==> src/rtl/regfile_wb_arbiter.sv <==
// rtl/regfile_wb_arbiter.sv - register-file write-port arbiter with long-latency result buffer and busy scoreboard
// Optional feature: define LU_PASSTHRU_EN for zero-latency result pass-through when the write port is idle.
module regfile_wb_arbiter #(
    parameter int DATA_W     = 32,
    parameter int ADDR_W     = 5,
    parameter int STARVE_MAX = 4
) (
    input  logic              clk,
    input  logic              rst,
    input  logic              wb_we,
    input  logic [ADDR_W-1:0] wb_waddr,
    input  logic [DATA_W-1:0] wb_wdata,
    input  logic              lu_valid,
    input  logic [ADDR_W-1:0] lu_waddr,
    input  logic [DATA_W-1:0] lu_wdata,
    output logic              lu_ready,
    input  logic              iss_valid,
    input  logic [ADDR_W-1:0] iss_waddr,
    input  logic              id_re1,
    input  logic [ADDR_W-1:0] id_raddr1,
    input  logic              id_re2,
    input  logic [ADDR_W-1:0] id_raddr2,
    output logic              stall,
    output logic              rf_we,
    output logic [ADDR_W-1:0] rf_waddr,
    output logic [DATA_W-1:0] rf_wdata
);

    localparam int         NREG       = 1 << ADDR_W;
    localparam logic [3:0] STARVE_LIM = 4'(STARVE_MAX);

    typedef enum logic {EMPTY = 1'b0, FULL = 1'b1} state_t;

    state_t            state;
    state_t            state_nxt;
    logic [ADDR_W-1:0] buf_addr;
    logic [DATA_W-1:0] buf_data;
    logic [3:0]        starve_cnt;
    logic [NREG-1:0]   busy;
    logic [NREG-1:0]   busy_set;
    logic [NREG-1:0]   busy_clr;

    logic              accept;
    logic              drain;
    logic              pass;
    logic              clr_valid;
    logic [ADDR_W-1:0] clr_addr;
    logic              haz1;
    logic              haz2;
    logic              waw;

    assign lu_ready = (state == EMPTY) && !rst;
    assign drain    = (state == FULL) && !wb_we && !rst;

`ifdef LU_PASSTHRU_EN
    assign pass = (state == EMPTY) && !wb_we && lu_valid && !rst;
`else
    assign pass = 1'b0;
`endif

    // A passed-through result never occupies the buffer.
    assign accept    = lu_valid && lu_ready && !pass;
    assign clr_valid = drain || pass;
    assign clr_addr  = drain ? buf_addr : lu_waddr;

    always_ff @(posedge clk) begin
        if (rst) begin
            state <= EMPTY;
        end else begin
            state <= state_nxt;
        end
    end

    always_comb begin
        state_nxt = state;
        case (state)
            EMPTY:   if (accept) state_nxt = FULL;
            FULL:    if (drain)  state_nxt = EMPTY;
            default: state_nxt = EMPTY;
        endcase
    end

    always_comb begin
        rf_we    = 1'b0;
        rf_waddr = '0;
        rf_wdata = '0;
        if (wb_we) begin
            rf_we    = 1'b1;
            rf_waddr = wb_waddr;
            rf_wdata = wb_wdata;
        end else if (drain) begin
            rf_we    = (buf_addr != '0);
            rf_waddr = buf_addr;
            rf_wdata = buf_data;
        end else if (pass) begin
            rf_we    = (lu_waddr != '0);
            rf_waddr = lu_waddr;
            rf_wdata = lu_wdata;
        end
    end

    always_ff @(posedge clk) begin
        if (rst) begin
            buf_addr <= '0;
            buf_data <= '0;
        end else if (accept) begin
            buf_addr <= lu_waddr;
            buf_data <= lu_wdata;
        end
    end

    always_ff @(posedge clk) begin
        if (rst || drain) begin
            starve_cnt <= 4'd0;
        end else if ((state == FULL) && wb_we && (starve_cnt != STARVE_LIM)) begin
            starve_cnt <= starve_cnt + 4'd1;
        end
    end

    // A source being written this very cycle is no longer a hazard.
    assign haz1 = id_re1 && busy[id_raddr1] && !(clr_valid && (clr_addr == id_raddr1));
    assign haz2 = id_re2 && busy[id_raddr2] && !(clr_valid && (clr_addr == id_raddr2));
    assign waw  = iss_valid && busy[iss_waddr] && !(clr_valid && (clr_addr == iss_waddr));

    assign stall = !rst && (haz1 || haz2 || waw || (starve_cnt == STARVE_LIM));

    always_comb begin
        busy_set = '0;
        busy_clr = '0;
        if (iss_valid && !stall && (iss_waddr != '0)) begin
            busy_set[iss_waddr] = 1'b1;
        end
        if (clr_valid) begin
            busy_clr[clr_addr] = 1'b1;
        end
    end

    // Set is applied after clear so a same-cycle reissue keeps the bit.
    always_ff @(posedge clk) begin
        if (rst) begin
            busy <= '0;
        end else begin
            busy <= ((busy & ~busy_clr) | busy_set) & ~{{(NREG-1){1'b0}}, 1'b1};
        end
    end

endmodule
==> config.mk <==
export PLATFORM = sky130hd
export DESIGN_NAME = regfile_wb_arbiter
export DESIGN_NICKNAME = d
export VERILOG_FILES = /design/src/rtl/regfile_wb_arbiter.sv
export SDC_FILE = /design/constraint.sdc
export NUM_CORES = 1
export LEC_CHECK = 0
export CORE_MARGIN = 5
export CORE_UTILIZATION = 35
export CTS_CLUSTER_DIAMETER = 40
export DETAILED_ROUTE_END_ITERATION = 8
export GPL_TIMING_DRIVEN = 0
export HOLD_SLACK_MARGIN = 0.03
export MAX_ROUTING_LAYER = met4
export SKIP_CTS_REPAIR_TIMING = 1
export SLEW_MARGIN = 20
export SYNTH_ARGS = -nofsm -noshare
export SYNTH_HDL_FRONTEND = slang
export SYNTH_SLANG_ARGS = --single-unit
==> constraint.sdc <==
create_clock -name clk -period 3.1 [get_ports clk]
set_input_delay 0.62 -clock clk [delete_from_list [all_inputs] [get_ports clk]]
set_output_delay 0.62 -clock clk [all_outputs]
set_load 0.02 [all_outputs]
==> results.py <==
metrics = {
    "status": {
        "status": "finished clean",
    },
    "grt": {
        "overflow": 0,
        "track_usage_pct": 23.3,
        "grt_start_max_net_pins": 13,
        "grt_pass1_vias": 4929,
        "antenna_found_initial": 1,
        "grt_pass1_wl_um": 26500,
    },
    "placed_design": {
        "numPortBuffers": 126,
        "gp_congestion": 0.961,
        "dpl-instance-area_sq_um": 5970,
        "hpwlAfterDp_um": 12600,
    },
    "synth": {
        "synth_common_cells": "98 x nand2_1, 73 x dfxtp_1, 45 x o21ai_0",
        "synthArstFlopShare_pct": 0,
        "ys_warn_count": 0,
        "netlist_area_sq_um": 4490,
        "synth.most_common_cell": "nand2_1",
        "ys.flop_type": "dfxtp_1",
        "synth_area_leaders": "dfxtp_1 33%, mux2i_1 9.1%, nand2_1 8.2%",
        "ys_types": 49,
        "synth_top_area_share_pct": 32.5,
        "yosysTopAreaCell": "dfxtp_1",
        "syn_inst": 535,
        "ys_seq_elements": 73,
        "synth-seq-area-share_pct": 32.5,
        "syn_nets": 633,
        "synth_edf_count": 0,
        "syn_area_per_cell_sq_um": 8.39,
    },
    "die": {
        "core_area_sq_um": 12600,
        "pin_count": 136,
        "die_w_um": 123,
        "initial_core_util_pct": 35.6,
        "die_area_sq_um": 15200,
        "rows": 41,
        "dieHeight_um": 123,
    },
    "clock_network": {
        "numCtsBuffers": 9,
        "clk_pin_slew_ns": 0.06,
        "htree_levels": 3,
        "clock_path_buffers": 2,
        "root_buffer": "clkbuf_16",
        "cts.sinks": 73,
        "cts_tree": "done",
        "worstSkewPairLatency_ns": 0.34,
    },
    "drt": {
        "wl_per_cell_um": 19.8,
        "vias_per_cell": 5.59,
        "wirelength_um": 16900,
        "routedLengthMet1_um": 7270,
        "wl_met2_um": 7850,
        "top_layer_used": "met4",
        "route.met3.wl_um": 1490,
        "route.detailed.drc": 0,
        "vias": 4771,
        "drtIter0Drc": 331,
        "drtPass1Iterations": 5,
        "drtAntennaViolNets": 0,
    },
    "pwr": {
        "switching_share_pct": 27.6,
        "p_sw_w": 0.000726,
        "p_clk_share_pct": 39.4,
        "p_seq_share_pct": 39.0,
        "ir_worst_vdd_uv": 292,
        "powerDensity_nw_per_um2": 407,
        "p_comb_share_pct": 21.6,
        "p_int_w": 0.00191,
        "p_leak_nw": 2.39,
    },
    "worst_setup_path": {
        "start_kind": "primary input",
        "arrival_ns": 2.43,
        "cpPeakStageDelay_ns": 0.35,
        "cp_cell_sequence": "dlymetal6s2s_1 > nor3b_4 > buf_4 > nand4_1 > o311a_1 > nand3_2 > o22ai_4 > buf_6 > or2_4 > buf_6",
        "worst_path_most_repeated_cell": "buf_6",
        "crit_family": "simple AND/OR/NAND/NOR gates",
        "criticalPathCategory": "primary input to output pin",
        "crit_buf_inv": 4,
        "cp.required_ns": 2.48,
        "critical_path.max_fanout": 8,
        "worstSetupEndpointType": "output pin",
        "cp_slowest_cell": "nor3b_4",
    },
    "finish": {
        "num-fill-cells": 1237,
        "layout.nets": 775,
        "final_area_sq_um": 6460,
        "areaGrowthSynthToFinish_pct": 44.0,
        "drive_gt1_share_pct": 11.7,
    },
    "min_path": {
        "min_path_type": "flip-flop to flip-flop",
    },
    "sta": {
        "period_needed_ns": 3.05,
        "finalSetupViolCount": 0,
        "max_freq_ghz": 0.328,
        "hold_viol": 0,
        "worst_pin_slew_ns": 0.559,
        "skew_ns": 0.00726,
        "slew_headroom_pct": 62.8,
        "finalCritPeriodShare_pct": 98.3,
        "slew_viol_final": 0,
        "finalSetupTns_ns": 0,
    },
    "run": {
        "maxCapViolCount": 0,
    },
}
==> placed cells by master (no fill, tap or decap), types with 8 or more instances in the layout <==
| master | count |
|---|---|
| a21oi_1 | 10 |
| a22o_1 | 37 |
| buf_4 | 13 |
| buf_6 | 8 |
| clkbuf_1 | 21 |
| clkbuf_16 | 9 |
| clkdlybuf4s50_1 | 119 |
| dfxtp_1 | 71 |
| mux2i_1 | 40 |
| nand2_1 | 98 |
| nand3_1 | 11 |
| nand3b_1 | 11 |
| nor2_1 | 12 |
| o211ai_1 | 32 |
| o21ai_0 | 45 |
| o41ai_1 | 28 |
| xnor2_1 | 8 |
==> per-stage QoR <==
stage	instances	worst slack [ns]	hold slack (ns)	utilization [%]	total power (W)
global route	854	-0.00766	0.481	51.2	0.00274
finish	854	0.0528	0.469	51.2	0.00263
global placement	833	-1.02	0.448	47.3	0.00157
CTS	848	-1.09	0.469	49.6	0.00262
detailed placement	833	-1.08	0.461	47.3	0.00158
floorplan	535	0.0667	0.436	-	0.00131
==> registers in the layout, indices dropped and copies added, names as in the netlist <==
register,count
state,1
buf_data,32
buf_addr,5
busy,31
starve_cnt,4
==> worst paths after layout <==
| check | from | endpoint | slack, ns | depth (start not counted) |
|---|---|---|---|---|
| worst max-delay path | rst | stall | 0.05 | 10 |
| worst min-delay path | buf_data[24]$_SDFFE_PP0P_ | buf_data[24]$_SDFFE_PP0P_ | 0.47 | 2 |
| worst max register to register | buf_addr[4]$_SDFFE_PP0P_ | busy[14]$_SDFF_PP0_ | 0.74 | 7 |
| worst min register to register | buf_data[24]$_SDFFE_PP0P_ | buf_data[24]$_SDFFE_PP0P_ | 0.47 | 2 |
==> power groups by stage <==
stage	Clock [W]	Sequential [W]	Combinational [W]
2_1_floorplan	0	0.00102	0.000295
3_3_place_gp	0	0.00103	0.000544
3_5_place_dp	0	0.00103	0.000553
4_1_cts	0.00106	0.00101	0.000555
5_1_grt	0.00110	0.00103	0.000611
6_report	0.00104	0.00103	0.000568
==> routing by layer <==
metal	global-route usage [%]	up-vias
met5	-	-
met4	8.24	0
met3	6.22	23
met2	36.0	230
met1	29.4	2230
li1	-	2288
==> worst min-delay path, delay by kind of cell (launching register included) <==
kind | cells | cell delay [ns]
flip-flops | 1 | 0.32
AO/OA/AOI/OAI | 1 | 0.06
AND/OR/NAND/NOR | 1 | 0.05
==> cell families (layout without fill, tap and decap cells) <==
logic type               Yosys count  after routing  share of synthesized area (%)
buffers and inverters             60            206                           6.16
adder cells (fa/ha/maj)            2              2                          0.557
flip-flops                        73             73                           32.5
AO/OA/AOI/OAI                    178            178                           29.3
XOR/XNOR                          15             15                           2.93
multiplexers                      47             47                           11.9
AND/OR/NAND/NOR                  160            160                           16.6
other                              0              1                              0
==> final cells by class <==
class | instances | area, sq um | area share, %
Antenna cell | 1 | 2.50 | 0.0387
Buffer | 48 | 289 | 4.47
Clock buffer | 10 | 239 | 3.70
Clock inverter | 5 | 56.3 | 0.871
Inverter | 4 | 15.0 | 0.232
Multi-Input combinational cell | 402 | 2810 | 43.4
Sequential cell | 73 | 1460 | 22.6
Tap cell | 172 | 215 | 3.33
Timing Repair Buffer | 139 | 1380 | 21.3
No activity file was read; power rests on OpenSTA's default activity.
